### src/rtl/nexys_starship_rooms.sv
// nexys_starship_rooms
// ---------------------------------------------------------------------------
// Multi-room damage/repair controller for Nexys Starship. Each of NUM_ROOMS
// rooms runs its own one-hot FSM (INIT -> WORKING -> REPAIR -> WORKING ...).
// A break event latches a repair combo and arms a per-room deadline. The
// player repairs a room by submitting the matching combo. A deadline that
// runs out raises a sticky failure flag and records the first failing room.
//
// Optional feature: define REPAIR_BYPASS_EN to enable the force_fix_i debug
// repair. When it is undefined, force_fix_i is accepted but ignored.
//
// Ports
//   clk_i            system clock, rising edge
//   reset_ni         synchronous, active-low reset
//   play_flag_i      level, game running (INIT -> WORKING)
//   gameover_ctrl_i  level, forces every room back to INIT and clears counters
//   break_req_i      per-room single-cycle break event
//   random_hex_i     combo latched into rooms that break this cycle
//   sel_room_i       room targeted by submit_i / force_fix_i
//   hex_combo_i      player-entered combo
//   submit_i         single-cycle pulse, check hex_combo_i against sel_room_i
//   force_fix_i      single-cycle pulse, debug repair (REPAIR_BYPASS_EN only)
//   room_state_o     one-hot {REPAIR,WORKING,INIT} per room, room i at [3i+2:3i]
//   room_broken_o    per-room broken flag
//   repair_combo_o   latched combo per room, room i at [COMBO_W*i +: COMBO_W]
//   broken_count_o   number of rooms in REPAIR (one cycle behind room_state_o)
//   miss_count_o     saturating count of wrong submits
//   room_failed_o    sticky, a repair deadline expired
//   fail_room_o      index of the first room that failed
//
// Pulse semantics: submit_i and force_fix_i carry no handshake. Each cycle
// they are high is one independent request, acted on at that rising edge.
// Every output comes straight from a flop.
// ---------------------------------------------------------------------------
module nexys_starship_rooms #(
  parameter int                    NUM_ROOMS     = 4,
  parameter int                    COMBO_W       = 4,
  parameter int                    DEADLINE_W    = 16,
  parameter logic [DEADLINE_W-1:0] REPAIR_CYCLES = 16'd50000
) (
  input  logic                         clk_i,
  input  logic                         reset_ni,
  input  logic                         play_flag_i,
  input  logic                         gameover_ctrl_i,
  input  logic [NUM_ROOMS-1:0]         break_req_i,
  input  logic [COMBO_W-1:0]           random_hex_i,
  input  logic [2:0]                   sel_room_i,
  input  logic [COMBO_W-1:0]           hex_combo_i,
  input  logic                         submit_i,
  input  logic                         force_fix_i,
  output logic [3*NUM_ROOMS-1:0]       room_state_o,
  output logic [NUM_ROOMS-1:0]         room_broken_o,
  output logic [COMBO_W*NUM_ROOMS-1:0] repair_combo_o,
  output logic [3:0]                   broken_count_o,
  output logic [7:0]                   miss_count_o,
  output logic                         room_failed_o,
  output logic [2:0]                   fail_room_o
);

  typedef enum logic [2:0] {
    INIT    = 3'b001,
    WORKING = 3'b010,
    REPAIR  = 3'b100
  } room_st_e;

  room_st_e              state_q    [NUM_ROOMS];
  room_st_e              state_d    [NUM_ROOMS];
  logic                  broken_q   [NUM_ROOMS];
  logic                  broken_d   [NUM_ROOMS];
  logic [COMBO_W-1:0]    combo_q    [NUM_ROOMS];
  logic [COMBO_W-1:0]    combo_d    [NUM_ROOMS];
  logic [DEADLINE_W-1:0] deadline_q [NUM_ROOMS];
  logic [DEADLINE_W-1:0] deadline_d [NUM_ROOMS];

  logic [3:0] broken_count_q, broken_count_d;
  logic [7:0] miss_count_q,   miss_count_d;
  logic       room_failed_q,  room_failed_d;
  logic [2:0] fail_room_q,    fail_room_d;

`ifndef REPAIR_BYPASS_EN
  // The port stays present so both builds share one pinout.
  logic unused_force_fix;
  assign unused_force_fix = force_fix_i;
`endif

  // Next-state logic for all rooms plus the shared counters.
  always_comb begin
    logic sel_hit;
    logic fix;
    logic wrong;
    logic fail_taken;

    sel_hit    = 1'b0;
    fix        = 1'b0;
    wrong      = 1'b0;
    fail_taken = room_failed_q;

    miss_count_d   = miss_count_q;
    room_failed_d  = room_failed_q;
    fail_room_d    = fail_room_q;
    broken_count_d = 4'd0;

    for (int i = 0; i < NUM_ROOMS; i++) begin
      state_d[i]    = state_q[i];
      broken_d[i]   = broken_q[i];
      combo_d[i]    = combo_q[i];
      deadline_d[i] = deadline_q[i];
      if (state_q[i] == REPAIR) broken_count_d = broken_count_d + 4'd1;
    end

    if (gameover_ctrl_i) begin
      for (int i = 0; i < NUM_ROOMS; i++) begin
        state_d[i]    = INIT;
        broken_d[i]   = 1'b0;
        combo_d[i]    = '0;
        deadline_d[i] = '0;
      end
      broken_count_d = 4'd0;
      miss_count_d   = 8'd0;
      room_failed_d  = 1'b0;
      fail_room_d    = 3'd0;
    end else begin
      for (int i = 0; i < NUM_ROOMS; i++) begin
        // sel_room_i values at or above NUM_ROOMS match no room.
        sel_hit = (sel_room_i == 3'(i));
        unique case (state_q[i])
          INIT: begin
            if (play_flag_i) state_d[i] = WORKING;
          end
          WORKING: begin
            if (break_req_i[i]) begin
              state_d[i]    = REPAIR;
              broken_d[i]   = 1'b1;
              combo_d[i]    = random_hex_i;
              deadline_d[i] = REPAIR_CYCLES;
            end
          end
          REPAIR: begin
            fix   = sel_hit && submit_i && (hex_combo_i == combo_q[i]);
            wrong = sel_hit && submit_i && (hex_combo_i != combo_q[i]);
`ifdef REPAIR_BYPASS_EN
            // A forced fix overrides a wrong combo submitted the same cycle.
            if (sel_hit && force_fix_i) begin
              fix   = 1'b1;
              wrong = 1'b0;
            end
`endif
            if (fix) begin
              // A repair wins over a deadline that expires this same cycle.
              state_d[i]    = WORKING;
              broken_d[i]   = 1'b0;
              deadline_d[i] = '0;
            end else begin
              if (wrong && (miss_count_q != 8'hFF)) miss_count_d = miss_count_q + 8'd1;
              // The counter stops at 0 after expiry. The failure flag is sticky.
              if (deadline_q[i] != '0) deadline_d[i] = deadline_q[i] - DEADLINE_W'(1);
              if (deadline_q[i] == DEADLINE_W'(1)) begin
                room_failed_d = 1'b1;
                if (!fail_taken) begin
                  fail_room_d = 3'(i);
                  fail_taken  = 1'b1;
                end
              end
            end
          end
          default: begin
            // An illegal encoding recovers to INIT.
            state_d[i]    = INIT;
            broken_d[i]   = 1'b0;
            combo_d[i]    = '0;
            deadline_d[i] = '0;
          end
        endcase
      end
    end
  end

  always_ff @(posedge clk_i) begin
    if (!reset_ni) begin
      for (int i = 0; i < NUM_ROOMS; i++) begin
        state_q[i]    <= INIT;
        broken_q[i]   <= 1'b0;
        combo_q[i]    <= '0;
        deadline_q[i] <= '0;
      end
      broken_count_q <= 4'd0;
      miss_count_q   <= 8'd0;
      room_failed_q  <= 1'b0;
      fail_room_q    <= 3'd0;
    end else begin
      for (int i = 0; i < NUM_ROOMS; i++) begin
        state_q[i]    <= state_d[i];
        broken_q[i]   <= broken_d[i];
        combo_q[i]    <= combo_d[i];
        deadline_q[i] <= deadline_d[i];
      end
      broken_count_q <= broken_count_d;
      miss_count_q   <= miss_count_d;
      room_failed_q  <= room_failed_d;
      fail_room_q    <= fail_room_d;
    end
  end

  for (genvar g = 0; g < NUM_ROOMS; g++) begin : g_out
    assign room_state_o[3*g +: 3]             = state_q[g];
    assign room_broken_o[g]                   = broken_q[g];
    assign repair_combo_o[COMBO_W*g +: COMBO_W] = combo_q[g];
  end

  assign broken_count_o = broken_count_q;
  assign miss_count_o   = miss_count_q;
  assign room_failed_o  = room_failed_q;
  assign fail_room_o    = fail_room_q;

endmodule

### config.mk
export PLATFORM = sky130hd
export DESIGN_NAME = nexys_starship_rooms
export DESIGN_NICKNAME = d
export VERILOG_FILES = /design/src/rtl/nexys_starship_rooms.sv
export SDC_FILE = /design/constraint.sdc
export NUM_CORES = 1
export LEC_CHECK = 0
export ABC_AREA = 1
export BUFFER_PORTS_ARGS = -buffer_cell sky130_fd_sc_hd__buf_4
export CORE_MARGIN = 5
export CORE_UTILIZATION = 35
export DETAILED_ROUTE_END_ITERATION = 6
export PLACE_DENSITY_LB_ADDON = 0.2
export REMOVE_ABC_BUFFERS = 1
export SLEW_MARGIN = 20
export SYNTH_ARGS = -nofsm -noshare
export SYNTH_HDL_FRONTEND = slang
export SYNTH_SLANG_ARGS = --single-unit
### constraint.sdc
create_clock -name clk_i -period 1.7 [get_ports clk_i]
set_input_delay 0.085 -clock clk_i [delete_from_list [all_inputs] [get_ports clk_i]]
set_output_delay 0.085 -clock clk_i [all_outputs]
set_load 0.1 [all_outputs]
; ---- After elaboration in Yosys (flattened, before gate mapping)
; Memory sizes are Yosys's and may differ from the RTL's.
; Cells that the tools add are included.
[totals]
register_bits = 16
ram_bits = 96
wordCells = 214
mem_count = 4
[mem_list]
columns = memory, words, word_bits, read_ports, rd_clocked_by_memory_dff, write_ports, line
row1 = deadline_q, 4, 16, 4, 0, 4, 72  ; logic [DEADLINE_W-1:0] deadline_q [NUM_ROOMS];
row2 = combo_q, 4, 4, 4, 0, 4, 70  ; logic [COMBO_W-1:0] combo_q [NUM_ROOMS];
row3 = state_q, 4, 3, 4, 0, 4, 66  ; room_st_e state_q [NUM_ROOMS];
row4 = broken_q, 4, 1, 4, 0, 4, 68  ; logic broken_q [NUM_ROOMS];
[classes]
n_addsub = 8
eq_ne = 28
mux = 127
bitwise_logic = 17
reduce_logical = 26
[op_table]
columns = operator, n
row1 = 16-bit two-way mux, 17
row2 = 16-bit one-hot mux with 3 select lines, 4
row3 = 3-bit two-way mux, 32
row4 = 8-bit two-way mux, 12
row5 = "16-bit by 1-bit == test with 1-bit output, second input constant", 4
row6 = 64-bit two-way mux, 1
row7 = 16-bit nonzero test, 4
row8 = "16-bit by 1-bit subtractor with 16-bit output, second input constant", 4
row9 = 4-bit two-way mux, 12
row10 = 1-bit two-way mux, 36
row11 = 3-bit one-hot mux with 3 select lines, 4
row12 = 4-bit one-hot mux with 2 select lines, 4
row13 = "3-bit by 2-bit == test with 1-bit output, second input constant", 6
row14 = 4-bit == test, 4
row15 = 1-bit logical AND, 16
row16 = 4-bit != test, 4
row17 = 1-bit OR, 16
row18 = "3-bit by 1-bit == test with 1-bit output, second input constant", 5
row19 = "4-bit by 1-bit adder with 4-bit output, second input constant", 3
row20 = "3-bit == test, second input constant", 4
row21 = 12-bit two-way mux, 1
row22 = 1-bit one-hot mux with 3 select lines, 4
row23 = 2-bit OR reduction, 5
row24 = "8-bit by 1-bit adder with 8-bit output, second input constant", 1
row25 = other kinds (3), 3

; ---- Logic depth before layout (Yosys ltp)
; Gate-level depths: netlist of run 1.
[logic_depth]
word_depth = 18
ltp_mapped = 14
depth_no_buf = 14

; ---- Worst setup path before layout of run 1
; Ideal clock, no wire load.
[synth_timing]
path_type = register to register
startpoint = mem state_q[1][2] (netlist name)
endpoint = reg broken_count_q[1], in the netlist broken_count_o[1]
setup_ns = 0.114
arrival_ns = 2.587
t_required_ns = 1.586
path_slack_ns = -1.001
stages_incl_launch_ff = 10
path_buffers = 0
period_less_slack_ns = 2.701
cell_sequence = dfxtp_1 > inv_1 > nor3_2 > ha_1 > xor2_1 > inv_1 > ha_1 > o21ai_0 > o21bai_1 > inv_1
[synth_lines]
columns = item, line
row1 = start: declaration, 66
row2 = end signal: assignment, 197  ; broken_count_q <= broken_count_d;
row3 = end: declaration, 75  ; logic [3:0] broken_count_q, broken_count_d;

==> out/metrics.cfg, run 1 <==
[cts]
clk_path_buf_depth = 2
cts_tree = yes
ctsHtreeMaxLevel = 3
clock_latency_ns = 0.36
cts_hold_buffers = 0
path_clk_slew_ns = 0.08
cts_root_buf = clkbuf_16
clock-sinks = 112
numCtsBuffers = 9

[route]
routed_wl_mm = 19.73
route.detailed.drc = 0
postRouteAntennaNets = 0
vias = 6965
wire_per_inst_um = 13.56
drtPass1Iterations = 5
dr.first_iter.drc_count = 389
via_per_inst = 4.787

[sta]
maxSlewViolCount = 0
tightest_slew_ns = 0.6370
period_minus_slack_ns = 1.768
fin_skew_ns = 0.006605
rsz0062_at_grt = yes
hold_violations = 0
setup_ws_ns = -0.06799
slew_headroom_pct = 57.49
finalCritPeriodShare_pct = 104.0
timing.hold.ws_ns = 0.02112
setup_violations = 12
fmax_mhz = 565.6

[critical_path]
critPathKind = register to register
arrival_ns = 2.03
cp_max_fo = 3
critPathLaunchType = register
crit_required_ns = 1.96
end_kind = register

[power_and_ir_drop]
power_leakage_nw = 4.319
max-vdd-ir-drop_v = 0.0005082
pwr_density_cell_nw_per_um2 = 830.8

[grt]
grt_pass1_vias = 6279
grt_max_degree = 57
grt_pass1_wl_mm = 31.36
grt-ovfl-total = 0
antenna_found_initial = 0
grt_usage_pct = 17.69

[yosys]
syn_area_per_cell_um2 = 6.443
ys_seq_elements = 112
seq_area_frac_synth_pct = 34.41
synth_area_um2 = 6604
ys_types = 44
syn_inst = 1025
ys_warn_count = 0

[final_layout]
post-route-util_pct = 48.98
fin_cells = 1455
diodes = 0
final_area_um2 = 9131
final_common_cell = nand2_1
area_growth_syn_to_layout_pct = 38.27
fillCellCount = 1930
final_net_count = 1251
drive_gt1_share_pct = 31.12
final_cell_mix = 203 x nand2_1, 179 x buf_4, 145 x nor2_1, 124 x inv_1, 94 x dfxtp_1

[floorplanning]
pin_count = 69
row_count = 50
start_util_pct = 35.42
die_y_um = 147.4
core_area_um2 = 18640
die_w_um = 147.4
die-area_um2 = 21720

[placed_design]
io_buffers = 67
placed_area_um2 = 8210
hpwlAfterDp_mm = 14.54
dpl.cell_count = 1423
routabilityCongestion = 0.8583

[run_status]
outcome = finished with violations
violations = setup timing

[min_path]
hp-class = primary input to register

[flow_run]
cap_viol_max_count = 0

per-stage QoR:
| stage | TNS (ns) | power [mW] | worst slack (ns) |
|---|---|---|---|
| after CTS | -0.02699 | 7.373 | -0.02068 |
| after global placement | -0.03054 | 5.140 | -0.03054 |
| after floorplan | -90.84 | 4.353 | -1.436 |
| after global routing | -1.924 | 8.022 | -0.1630 |
| after detailed placement | -0.1066 | 5.153 | -0.09708 |
| final | -0.3004 | 7.586 | -0.06799 |
metal layers:
layer  part of all wire [%]  wire, um  global-route usage [%]  vias up
met5                      0         0                       0        -
met4                    1.7       339                   5.685        0
met3                    3.8       753                   2.437       18
met2                     46      8991                   27.90      108
met1                     49      9644                   25.02     3162
li1                       -         -                       -     3677
Yosys cell counts, drive strengths merged:
cell type	count	area, um^2
buf	15	118.9
o21a	2	15.01
nand2	228	910.9
ha	14	175.2
nand4	16	100.1
or2	3	18.77
a31o	1	8.760
a31oi	1	6.260
and3	3	18.77
xnor2	3	26.28
edfxtp	3	90.09
xor2	15	131.4
o21bai	2	15.01
clkbuf	5	18.77
a211oi	2	15.01
nor2	177	689.4
nand3b	1	7.510
inv	156	590.6
o211ai	4	30.03
nor3	39	254.0
dfxtp	109	2182
nand3	80	410.4
and2	1	6.260
nor4	7	43.79
nor3b	2	15.01
o21ai	60	319.1
conb	1	3.750
a21oi	75	382.9
report_power, final:
group          internal (mW)  leakage, nW  switching, mW
combinational          0.980         3.25           1.55
sequential              2.75        0.924          0.101
clock                   1.17        0.148           1.04
final timing paths:
| kind | start | cells past startpoint | slack (ns) | to |
|---|---|---|---|---|
| worst min register to register | deadline_q[2][5]$_SDFFE_PN0P_ | 2 | 0.48 | deadline_q[2][5]$_SDFFE_PN0P_ |
| worst min-delay path | break_req_i[1] | 2 | 0.02 | broken_q[1]$_DFFE_PP_ |
| worst max register to register | state_q[1][0]$_SDFFE_PN1P_ | 8 | -0.07 | broken_count_o[1]$_SDFF_PN0_ |
| worst max-delay path | state_q[1][0]$_SDFFE_PN1P_ | 8 | -0.07 | broken_count_o[1]$_SDFF_PN0_ |
cell type report:
cell class,instances,area [um^2],share of cell area (%)
clock buffer,14,285.3,3.124
clock inverter,2,10.01,0.1096
inverter,156,598.1,6.550
multi-input combinational,737,4013,43.94
sequential,112,2291,25.09
tap,234,292.8,3.206
timing repair buffer,200,1642,17.98
worst max-delay path: stages (launching register included):
cell and delay [ns]:
dfxtp_2 0.34, nor3_4 0.26, ha_4 0.25, xor2_1 0.15
inv_1 0.09, ha_2 0.27, o21ai_2 0.12, o21bai_1 0.13
inv_1 0.06
cells by family (layout without fill, tap and decap cells):
logic type                 after synthesis  after routing  share of synthesized area [%]
and+or+nand+nor                        557            557                          37.48
buffers and inverters                  176            372                          11.03
AOI/OAI and AO/OA                      147            147                          11.99
DFF                                    112            112                          34.41
xor gates and xnor gates                18             18                          2.387
adders and majority gates               14             14                          2.653
other                                    1              1                        0.05679
state kept, by name, summed over array words and instances, names as in the netlist:
| signal | flops |
|---|---|
| fail_room_o | 3 |
| room_failed_o | 1 |
| deadline_q | 64 |
| broken_count_o | 4 |
| combo_q | 16 |
| state_q | 12 |
| miss_count_o | 8 |
| broken_q | 4 |
what timing repair did:
item                                    4_1_cts  5_1_grt
setup buffers                                 2       17
gates resized for setup                      10      157
pin swaps                                     4       30
cloned                                        0        1
endpoints found under the setup margin        8       89
(Power assumes the default switching activity.)
==> inputs of run 2 (changes only) <==
clock period = 2 ns   (was 1.7 ns; I/O delays follow)
==> run 2 against run 1 <==
  * The run now ends clean
  * Combinational power fell by 35%
  * Sequential cell count did not move
  * Power fell by 23%
  * Final area fell by 14%
  * Clock-buffer cell count unchanged
  * Critical path depth rose by 1
  * Sequential power down 14%
  * Hold slack improved by 0.011 ns
  * Critical endpoint unchanged
==> out/metrics.cfg, run 2 (same netlist as run 1, synthesis figures left out) <==
[run_status]
outcome = finished clean

[sta]
fin_skew_ns = 0.006923
tightest_slew_ns = 0.6167
period_minus_slack_ns = 1.832
slew_headroom_pct = 58.84
rsz0062_at_grt = no
maxSlewViolCount = 0
hold_violations = 0
finalCritPeriodShare_pct = 91.59
fmax_mhz = 545.9
finalSetupTns_ns = 0
setup_violations = 0

[critical_path]
crit_required_ns = 2.26
critPathLaunchType = register
cp_max_fo = 3
critPathKind = register to register
end_kind = register
arrival_ns = 2.09

[route]
routed_wl_mm = 17.86
vias = 6490
drtPass1Iterations = 5
dr.first_iter.drc_count = 319
route.detailed.drc = 0
postRouteAntennaNets = 0
wire_per_inst_um = 13.24
via_per_inst = 4.811

[power_and_ir_drop]
pwr_density_cell_nw_per_um2 = 752.3
total_power_mw = 5.876
power_leakage_nw = 3.668
max-vdd-ir-drop_v = 0.0003710

[cts]
clock_latency_ns = 0.36
ctsHtreeMaxLevel = 3
numCtsBuffers = 9
clk_path_buf_depth = 2
cts_hold_buffers = 0
path_clk_slew_ns = 0.07
cts_root_buf = clkbuf_16
clock-sinks = 112
cts_tree = yes
postCtsResizedCells = 0
postCtsSetupRepairBufs = 0

[final_layout]
final_cell_mix = 213 x nand2_1, 166 x nor2_1, 137 x inv_1, 108 x dfxtp_1, 92 x buf_4
post-route-util_pct = 41.89
regMostFlops = deadline_q
drive_gt1_share_pct = 15.43
fin_cells = 1349
final_common_cell = nand2_1
diodes = 0
reg_top3 = deadline_q (64), combo_q (16), state_q (12)
area_growth_syn_to_layout_pct = 18.26
largest_register_ffs = 64
final_net_count = 1145

[flow_run]
cap_viol_max_count = 0

[grt]
grt_max_degree = 57
grt_pass1_wl_mm = 29.32
grt-ovfl-total = 0
grt_usage_pct = 16.57
grt_pass1_vias = 5940
antenna_found_initial = 0

[floorplanning]
die_y_um = 147.4
core_area_um2 = 18640
row_count = 50
pin_count = 69
start_util_pct = 35.42
die-area_um2 = 21720
die_w_um = 147.4

[min_path]
hp-class = primary input to register

[placed_design]
dpl.cell_count = 1332
io_buffers = 67
routabilityCongestion = 0.8354
hpwlAfterDp_mm = 13.54

-- run 2: changes by cell type in the layout (fill, tap and decap cells not counted), moves of 13 or more --
| cell | previous run | this run |
|---|---|---|
| buf_6 | 14 | 0 |
| inv_1 | 124 | 137 |
| nor2_2 | 27 | 9 |
| o21ai_0 | 24 | 44 |
| nand3_1 | 64 | 77 |
| dfxtp_2 | 15 | 1 |
| nor2_1 | 145 | 166 |
| dfxtp_1 | 94 | 108 |
| buf_4 | 179 | 92 |
-- run 2: stage by stage --
step / cell area [um^2] / hold slack [ns] / worst slack [ns]
after floorplan: 6466 / 0.2407 / -1.151
after global routing: 7810 / 0.01781 / 0.01905
after CTS: 7764 / 0.01846 / 0.07201
after global placement: 7477 / 0.3864 / 0.1052
final: 7810 / 0.03261 / 0.1681
after detailed placement: 7477 / 0.3944 / 0.08475
-- run 2: worst max-delay path: stages, from the launching register on --
cell	delay (ns)
dfxtp_2	0.33
inv_2	0.05
nor3_4	0.29
ha_4	0.26
xor2_1	0.14
inv_1	0.08
ha_1	0.27
o21ai_0	0.14
o21bai_1	0.13
inv_1	0.05
-- run 2: area by class of cell --
cell class	count	area [um^2]
fill	1992	10830
multi-input combinational	738	3656
sequential	112	2273
timing repair buffer	93	710.7
inverter	156	590.6
tap	234	292.8
clock buffer	14	274.0
clock inverter	2	12.51
-- run 2: where the power goes --
part           switching (mW)  internal (mW)
combinational            1.14          0.517
sequential             0.0974           2.34
clock                   0.838          0.949
-- run 2: final timing paths --
check | endpoint | cells after the start | slack (ns) | startpoint
max | broken_count_o[1]$_SDFF_PN0_ | 9 | 0.17 | state_q[1][2]$_SDFFE_PN0P_
min | broken_q[1]$_DFFE_PP_ | 2 | 0.03 | break_req_i[1]
max reg2reg | broken_count_o[1]$_SDFF_PN0_ | 9 | 0.17 | state_q[1][2]$_SDFFE_PN0P_
min reg2reg | deadline_q[2][3]$_SDFFE_PN0P_ | 2 | 0.48 | deadline_q[2][3]$_SDFFE_PN0P_
-- run 2: layer usage --
layer  GRT usage, %  share of wire, %  vias up
li1               -                 -     3446
met1          22.87                49     2896
met2          25.85                44      132
met3          4.473               5.7       16
met4          3.961               1.3        0
met5              0                 0        -
